==> src/rtl/usr_shift_ctrl.sv <==
// usr_shift_ctrl: job sequencer for an external 8-bit universal shift register.
// It accepts a job on a valid/ready handshake and loads the byte into the register.
// It then steps the register 0..8 positions, left or right, as a logical shift or a rotate.
// Each bit that leaves the register is presented on ser_out, qualified by ser_valid.
//
// Ports:
//   clk, rst               clock, synchronous active-high reset
//   in_valid/in_ready      job handshake (ready only while idle)
//   in_data/in_dir         byte to load, direction (0 = left, 1 = right)
//   in_count/in_rotate     shift count (clamped to 8), rotate enable
//   usr_q                  shift-register output, fed back
//   usr_mode/usr_par       register mode and parallel-load data
//   usr_ser_left/right     register serial fill inputs
//   ser_out/ser_valid      exiting bit and its qualifier
//   busy/done              job in progress, one-cycle end-of-job pulse
module usr_shift_ctrl #(
   parameter int unsigned WIDTH = 8,
   parameter logic        FILL  = 1'b0
) (
   input  logic             clk,
   input  logic             rst,
   input  logic             in_valid,
   output logic             in_ready,
   input  logic [WIDTH-1:0] in_data,
   input  logic             in_dir,
   input  logic [3:0]       in_count,
   input  logic             in_rotate,
   input  logic [WIDTH-1:0] usr_q,
   output logic [1:0]       usr_mode,
   output logic [WIDTH-1:0] usr_par,
   output logic             usr_ser_left,
   output logic             usr_ser_right,
   output logic             ser_out,
   output logic             ser_valid,
   output logic             busy,
   output logic             done
);

   localparam int unsigned CNT_W   = 4;
   localparam logic [CNT_W-1:0] CNT_MAX = CNT_W'(8);

   localparam logic [1:0] MODE_HOLD  = 2'b00;
   localparam logic [1:0] MODE_LEFT  = 2'b01;
   localparam logic [1:0] MODE_RIGHT = 2'b10;
   localparam logic [1:0] MODE_LOAD  = 2'b11;

   typedef enum logic [1:0] {
      ST_IDLE  = 2'd0,
      ST_LOAD  = 2'd1,
      ST_SHIFT = 2'd2,
      ST_DONE  = 2'd3
   } state_e;

   state_e           state_q;
   logic [CNT_W-1:0] cnt_q;
   logic [WIDTH-1:0] data_q;
   logic             dir_q;
   logic             rot_q;
   logic             in_ready_q;
   logic [1:0]       mode_q;
   logic             ser_valid_q;
   logic             busy_q;
   logic             done_q;

   logic             shifting;
   logic             exit_bit;
   logic             fill_bit;
   logic [CNT_W-1:0] cnt_clamped;

   // Counts above 8 are clamped to a full-width walk.
   assign cnt_clamped = (in_count > CNT_MAX) ? CNT_MAX : in_count;

   // Sequencer; the registered outputs are loaded with the decode of the state being entered.
   always_ff @(posedge clk) begin
      if (rst) begin
         state_q     <= ST_IDLE;
         cnt_q       <= '0;
         data_q      <= '0;
         dir_q       <= 1'b0;
         rot_q       <= 1'b0;
         in_ready_q  <= 1'b1;
         mode_q      <= MODE_HOLD;
         ser_valid_q <= 1'b0;
         busy_q      <= 1'b0;
         done_q      <= 1'b0;
      end else begin
         case (state_q)
            ST_IDLE: begin
               if (in_valid && in_ready_q) begin
                  data_q     <= in_data;
                  dir_q      <= in_dir;
                  rot_q      <= in_rotate;
                  cnt_q      <= cnt_clamped;
                  state_q    <= ST_LOAD;
                  in_ready_q <= 1'b0;
                  mode_q     <= MODE_LOAD;
                  busy_q     <= 1'b1;
               end
            end
            ST_LOAD: begin
               if (cnt_q != '0) begin
                  state_q     <= ST_SHIFT;
                  mode_q      <= dir_q ? MODE_RIGHT : MODE_LEFT;
                  ser_valid_q <= 1'b1;
               end else begin
                  state_q <= ST_DONE;
                  mode_q  <= MODE_HOLD;
                  done_q  <= 1'b1;
               end
            end
            ST_SHIFT: begin
               cnt_q <= cnt_q - CNT_W'(1);
               if (cnt_q == CNT_W'(1)) begin
                  state_q     <= ST_DONE;
                  mode_q      <= MODE_HOLD;
                  ser_valid_q <= 1'b0;
                  done_q      <= 1'b1;
               end
            end
            ST_DONE: begin
               state_q    <= ST_IDLE;
               in_ready_q <= 1'b1;
               busy_q     <= 1'b0;
               done_q     <= 1'b0;
            end
            default: begin
               state_q     <= ST_IDLE;
               in_ready_q  <= 1'b1;
               mode_q      <= MODE_HOLD;
               ser_valid_q <= 1'b0;
               busy_q      <= 1'b0;
               done_q      <= 1'b0;
            end
         endcase
      end
   end

   // The exiting bit comes straight from the fed-back register value and is masked outside SHIFT.
   assign shifting = (state_q == ST_SHIFT);
   assign exit_bit = shifting ? (dir_q ? usr_q[0] : usr_q[WIDTH-1]) : 1'b0;
   assign fill_bit = (shifting && rot_q) ? exit_bit : FILL;

   assign usr_ser_right = dir_q ? FILL : fill_bit;
   assign usr_ser_left  = dir_q ? fill_bit : FILL;

   assign ser_out   = exit_bit;
   assign ser_valid = ser_valid_q;
   assign in_ready  = in_ready_q;
   assign usr_mode  = mode_q;
   assign usr_par   = data_q;
   assign busy      = busy_q;
   assign done      = done_q;

endmodule
==> config.mk <==
export PLATFORM = sky130hd
export DESIGN_NAME = usr_shift_ctrl
export DESIGN_NICKNAME = d
export VERILOG_FILES = /design/src/rtl/usr_shift_ctrl.sv
export SDC_FILE = /design/constraint.sdc
export NUM_CORES = 1
export LEC_CHECK = 0
export CAP_MARGIN = 5
export CORE_ASPECT_RATIO = 0.6
export CORE_MARGIN = 1.5
export CORE_UTILIZATION = 48
export CTS_BUF_LIST = sky130_fd_sc_hd__clkbuf_16
export CTS_CLUSTER_DIAMETER = 40
export DETAILED_ROUTE_END_ITERATION = 10
export PLACE_DENSITY = 0.84
export SYNTH_ARGS = -nofsm -noshare
export SYNTH_HDL_FRONTEND = slang
export SYNTH_SLANG_ARGS = --single-unit
==> constraint.sdc <==
create_clock -name clk -period 2.8 [get_ports clk]
set_clock_uncertainty 0.05 [all_clocks]
set_input_delay 0.56 -clock clk [delete_from_list [all_inputs] [get_ports clk]]
set_output_delay 0.56 -clock clk [all_outputs]
set_load 0.01 [all_outputs]
==> summary.txt, run 1 <==
RSZ-0062 raised after global routing = no
Vias/cell = 5.80
Num CTS Buffers = 3
CTS root buffer = clkbuf_16
Detailed Route WL = 3.12 mm
Number of placement rows = 13
Seq/Total Area, Yosys = 36.3%
Final Hold Fails = 0
Flop pwr share = 29.5%
Synth warn = 0
Combinational power share = 52.4%
Critical path class = register to output pin
Grt total ovfl = 0
Critical path endpoint = usr_ser_right
Peak supply drop = 0.590 mV
Outcome = completed
Initial antenna violation count = 0
Asr flop ratio synth = 0%
Fin area = 1660 um^2
N_diodes = 0
Worst Setup SP = state_q[0]
CTS-repair resized insts = 0
CP arrival = 2.06 ns
Drt wl/cell = 15.4 um
Switching Fraction = 38.8%
Max-cap viol count = 0
Largest net degree at the start of global routing = 17
H-tree depth = 1
Post-synth top area share = 36.3%
Detailed Routing Iterations Pass 1 = 4
CTS Buffer Depth = 2
Die Span Y = 42.0 um
Core ar. = 2280 um^2
Max transition margin = 57.3%
DR vias = 1177
Post-synth EDFFs = 0
Drt drc = 0
R2R setup slack = 0.73 ns
HP Class = register to register
P_sw = 0.639 mW
Int Pwr = 1.01 mW
Pwr dens = 991 nW/um^2
Crit path launch type = register
Flops & latches, synth = 22
Setup_tns = 0 ns
Share of cells above drive strength 1 = 9.25%
Most common cell after layout, fill and taps aside = clkdlybuf4s50_1
Placed inst area = 1590 um^2
Total track usage = 23.5%
Final WS setup = 0.133 ns
Post-CTS Hold Buffers = 0
WP data required = 2.19 ns
Top post-synthesis cells by area = dfxtp_1 (36%), ha_1 (7.2%), nand2_1 (6.8%), a21oi_1 (5.4%), nand2b_1 (3.1%)
Fill cells = 179
Synth Flop Type = dfxtp_1
Nets@finish = 207
Routed length on met2 = 1.45 mm
Die X = 67.9 um
Cell area after synthesis = 1210 um^2
Post-detailed-route count of antenna-violating nets = 0
Vias in the first global route = 1092
Mean Syn Cell Area = 8.73 um^2
Mapped Cells = 139
Io pins = 42
Worst-case reg-to-reg path depth = 6
Placement Setup Slack = 0.165 ns
Critical path fanouts, max = 7
Worst slew pin tran = 0.640 ns
Static leakage = 0.612 nW
Netlist cell types = 43
DP HPWL = 2.22 mm
Setup bufs post-CTS = 0
CTS clk-pin slew, worst paths = 0.06 ns
Synth area leader = dfxtp_1
Initial Util = 53.3%
Worst R2R End = cnt_q[2]
Most frequent cells in the layout = clkdlybuf4s50_1 (35), nand2_1 (22), dfxtp_1 (22)
CP Capture Type = output pin
IO buf count = 35
CTS tree = yes
Final worst path period need = 2.67 ns
Final worst path period share = 95.3%
First-pass GRT wire length = 5.08 mm
Final setup vio count = 0
Max layer used = met4
Max Clk Rate = 375 MHz
Area Overhead vs Synth = 37.0%
Drt initial violations = 115
Clock Latency Late Sink = 0.25 ns
Clock power share = 18.1%
CTS Sinks = 22
Max Slew Vio Count = 0
Reg2reg start = state_q[0]
Total die area = 2850 um^2
Met3 Wirelength = 158 um
Syn nets = 171
WL met1 = 1.48 mm
Final GP Congestion = 0.802
-- how the worst min path moves through the flow --
stage | end | depth (start not counted) | startpoint | slack (ns)
final | usr_par[1] | 2 | usr_par[1] | 0.41
after global routing | usr_par[2] | 2 | usr_par[2] | 0.43
after CTS | usr_par[2] | 2 | usr_par[2] | 0.41
after detailed placement | usr_par[2] | 2 | usr_par[2] | 0.40
after global placement | usr_par[0] | 2 | usr_par[0] | 0.39
after floorplan | rot_q | 2 | rot_q | 0.39
-- registers in the layout (all words and copies together) (netlist names), 2 cells and up --
| name | count |
|---|---|
| usr_par | 8 |
| cnt_q | 4 |
| state_q | 2 |
| usr_mode | 2 |
-- stage by stage --
step,hold WS [ns],utilization (%),instances,total power [mW]
after floorplan,0.390,-,139,1.06
after global placement,0.392,69.7,200,1.29
after detailed placement,0.401,69.7,200,1.34
after CTS,0.409,73.0,203,1.64
after global routing,0.430,73.0,203,1.75
final,0.408,73.0,203,1.65
-- power by group through the flow --
stage          clock network (mW)  registers [mW]  logic [mW]
3_5_place_dp                    0           0.488       0.848
2_1_floorplan                   0           0.498       0.562
4_1_cts                     0.300           0.484       0.859
3_3_place_gp                    0           0.481       0.811
6_report                    0.298           0.486       0.864
5_1_grt                     0.316           0.500       0.930
-- cell usage after synthesis (2+ instances only) --
cell and count:
nand2b_1 6, a2111oi_2 2, nor2_1 5, nand2_1 22
a21oi_1 13, a2bb2oi_1 3, mux2i_1 2, dfxtp_1 22
nor2b_1 6, nand3_1 4, buf_2 2, and3_1 2
clkbuf_1 3, or3b_2 2, ha_1 7, nand3b_1 2
o22ai_1 3, a221o_1 2, inv_1 7
-- cell type report --
| cell class | instances | area, um^2 | share of cell area (%) |
|---|---|---|---|
| multi-input combinational | 102 | 707 | 42.5 |
| inverter | 8 | 30.0 | 1.81 |
| sequential | 22 | 440 | 26.5 |
| timing repair buffer | 38 | 373 | 22.4 |
| clock buffer | 3 | 75.1 | 4.51 |
| tap | 30 | 37.5 | 2.26 |
-- worst max-delay path: stages, from the launching register on --
cell	delay [ns]
dfxtp_1	0.38
inv_1	0.14
ha_1	0.21
inv_2	0.10
nor4b_1	0.36
clkdlybuf4s50_1	0.62
-- logic make-up after synthesis --
kind of cell	synth area share, %
DFF	36.3
and+or+nand+nor	25.0
AOI/OAI and AO/OA	23.5
adders and majority gates	7.22
buffers and inverters	5.46
muxes	2.58
-- metal layers --
metal	track usage, %	vias to the layer above
met5	0	-
met2	36.7	32
met1	31.3	577
met4	5.60	0
met3	7.86	6
li1	-	562
Power figures use the tool's default switching activity.
==> run 2, diff against run 1 <==
Settings changed: PLACE_DENSITY 0.84 to 0.83, SETUP_SLACK_MARGIN from default to 0.15.
==> run 2 against run 1 <==
Global-route usage up 0.49 points. Clock power about the same. Cell count up 0.49%. Fmax up 4.7%. Clock-buffer cell count unchanged. Critical path type is now input pin to output pin. Critical endpoint is now usr_ser_left. Largest power group unchanged.
==> summary.txt, run 2 (synthesized netlist as in run 1, its figures left out) <==
DR vias = 1161 (was 1177)
Max Slew Vio Count = 0 (unchanged)
Grt total ovfl = 0 (unchanged)
Hold Worst Slack = 0.404 ns (was 0.408 ns)
Vias/cell = 5.69 (was 5.80)
Critical path class = input pin to output pin (was register to output pin)
IO buf count = 35 (unchanged)
Post-detailed-route count of antenna-violating nets = 0 (unchanged)
CTS-repair resized insts = 0 (unchanged)
Overall power = 1.65 mW (about the same)
Final worst path period share = 91.0% (was 95.3%)
Initial antenna violation count = 0 (unchanged)
Final Hold Fails = 0 (unchanged)
RSZ-0062 raised after global routing = no (unchanged)
R2R setup slack = 0.81 ns (was 0.73 ns)
Detailed Routing Iterations Pass 1 = 4 (unchanged)
DP HPWL = 2.25 mm (was 2.22 mm)
Setup bufs post-CTS = 0 (unchanged)
Number of placement rows = 13 (unchanged)
Detailed Route WL = 3.13 mm (was 3.12 mm)
Static leakage = 0.633 nW (was 0.612 nW)
Critical path endpoint = usr_ser_left (was usr_ser_right)
Post-Place Cells = 200 (unchanged)
Placed inst area = 1590 um^2 (unchanged)
Peak supply drop = 0.492 mV (was 0.590 mV)
Fin area = 1670 um^2 (was 1660 um^2)
CTS Buffer Depth = 2 (unchanged)
Outcome = completed (unchanged)
Max-cap viol count = 0 (unchanged)
Setup_tns = 0 ns (unchanged)
Most common cell after layout, fill and taps aside = clkdlybuf4s50_1 (unchanged)
Reg2reg start = cnt_q[1] (was state_q[0])
HP Class = register to register (unchanged)
Worst R2R End = done (was cnt_q[2])
Drt drc = 0 (unchanged)
Die X = 67.9 um (unchanged)
WP data required = 2.19 ns (about the same)
Max transition margin = 57.3% (about the same)
Pwr dens = 988 nW/um^2 (was 991 nW/um^2)
Core ar. = 2280 um^2 (unchanged)
Total die area = 2850 um^2 (unchanged)
CTS Sinks = 22 (unchanged)
CP arrival = 1.94 ns (was 2.06 ns)
Num CTS Buffers = 3 (unchanged)
Worst slew pin tran = 0.638 ns (was 0.640 ns)
Initial Util = 53.3% (unchanged)
CP Capture Type = output pin (unchanged)
N_diodes = 0 (unchanged)
Total track usage = 24.0% (was 23.5%)
Final worst path period need = 2.55 ns (was 2.67 ns)
Area Overhead vs Synth = 37.6% (was 37.0%)
CTS root buffer = clkbuf_16 (unchanged)
Io pins = 42 (unchanged)
Clock Latency Late Sink = 0.25 ns (about the same)
Vias in the first global route = 1085 (was 1092)
Placement Setup Slack = 0.255 ns (was 0.165 ns)
First-pass GRT wire length = 5.06 mm (was 5.08 mm)
Max Clk Rate = 393 MHz (was 375 MHz)
Drt initial violations = 110 (was 115)
Final WS setup = 0.252 ns (was 0.133 ns)
Final Util = 73.4% (was 73.0%)
Max FFs per register = 8 (unchanged)
H-tree depth = 1 (unchanged)
Worst Setup SP = usr_q[0] (was state_q[0])
Most frequent cells in the layout = clkdlybuf4s50_1 (34), nand2_1 (22), dfxtp_1 (21) (was clkdlybuf4s50_1 (35), nand2_1 (22), dfxtp_1 (22))
Share of cells above drive strength 1 = 9.77% (was 9.25%)
Die Span Y = 42.0 um (unchanged)
Post-CTS Hold Buffers = 0 (unchanged)
Crit path launch type = input pin (was register)
Final setup vio count = 0 (unchanged)
Worst-case reg-to-reg path depth = 5 (was 6)
Nets@finish = 207 (unchanged)
Critical path fanouts, max = 2 (was 7)
Final non-filler cell total = 204 (was 203)
Drt wl/cell = 15.3 um (was 15.4 um)
CTS clk-pin slew, worst paths = 0.06 ns (about the same)
Final GP Congestion = 0.800 (was 0.802)
Largest net degree at the start of global routing = 16 (was 17)
CTS tree = yes (unchanged)
==> run 2: worst min-delay path by stage <==
stage	end	slack (ns)	cells after the start	startpoint
3_3_place_gp	usr_par[3]	0.39	2	usr_par[3]
3_5_place_dp	usr_par[6]	0.40	2	usr_par[6]
2_1_floorplan	rot_q	0.39	2	rot_q
6_report	usr_par[6]	0.40	2	usr_par[6]
5_1_grt	usr_par[3]	0.43	2	usr_par[3]
4_1_cts	usr_par[3]	0.41	2	usr_par[3]
==> run 2: worst max-delay path: stages <==
cell             delay [ns]
clkdlybuf4s50_1        0.46
mux2i_1                0.09
nor2_1                 0.13
and3_1                 0.17
clkdlybuf4s50_1        0.53
==> run 2: area by class of cell <==
| type | count | area (um^2) |
|---|---|---|
| clock buffers | 3 | 75.1 |
| clock inverters | 1 | 3.75 |
| fillers | 170 | 607 |
| inverters | 8 | 30.0 |
| multi-input cells | 102 | 707 |
| flip-flops and latches | 22 | 442 |
| well taps | 30 | 37.5 |
| repair buffers | 38 | 375 |
==> run 2: routing by layer <==
| metal | part of all wire, % | GRT usage [%] |
|---|---|---|
| met1 | 45 | 31.4 |
| met4 | 1.1 | 6.00 |
| met5 | 0 | 0 |
| met3 | 5.6 | 6.50 |
| met2 | 48 | 39.0 |
==> run 2: report_power, final <==
group	internal [mW]	total, mW	switching, mW
Combinational	0.413	0.864	0.451
Sequential	0.409	0.486	0.0772
Clock	0.190	0.300	0.110
Total	1.01	1.65	0.638
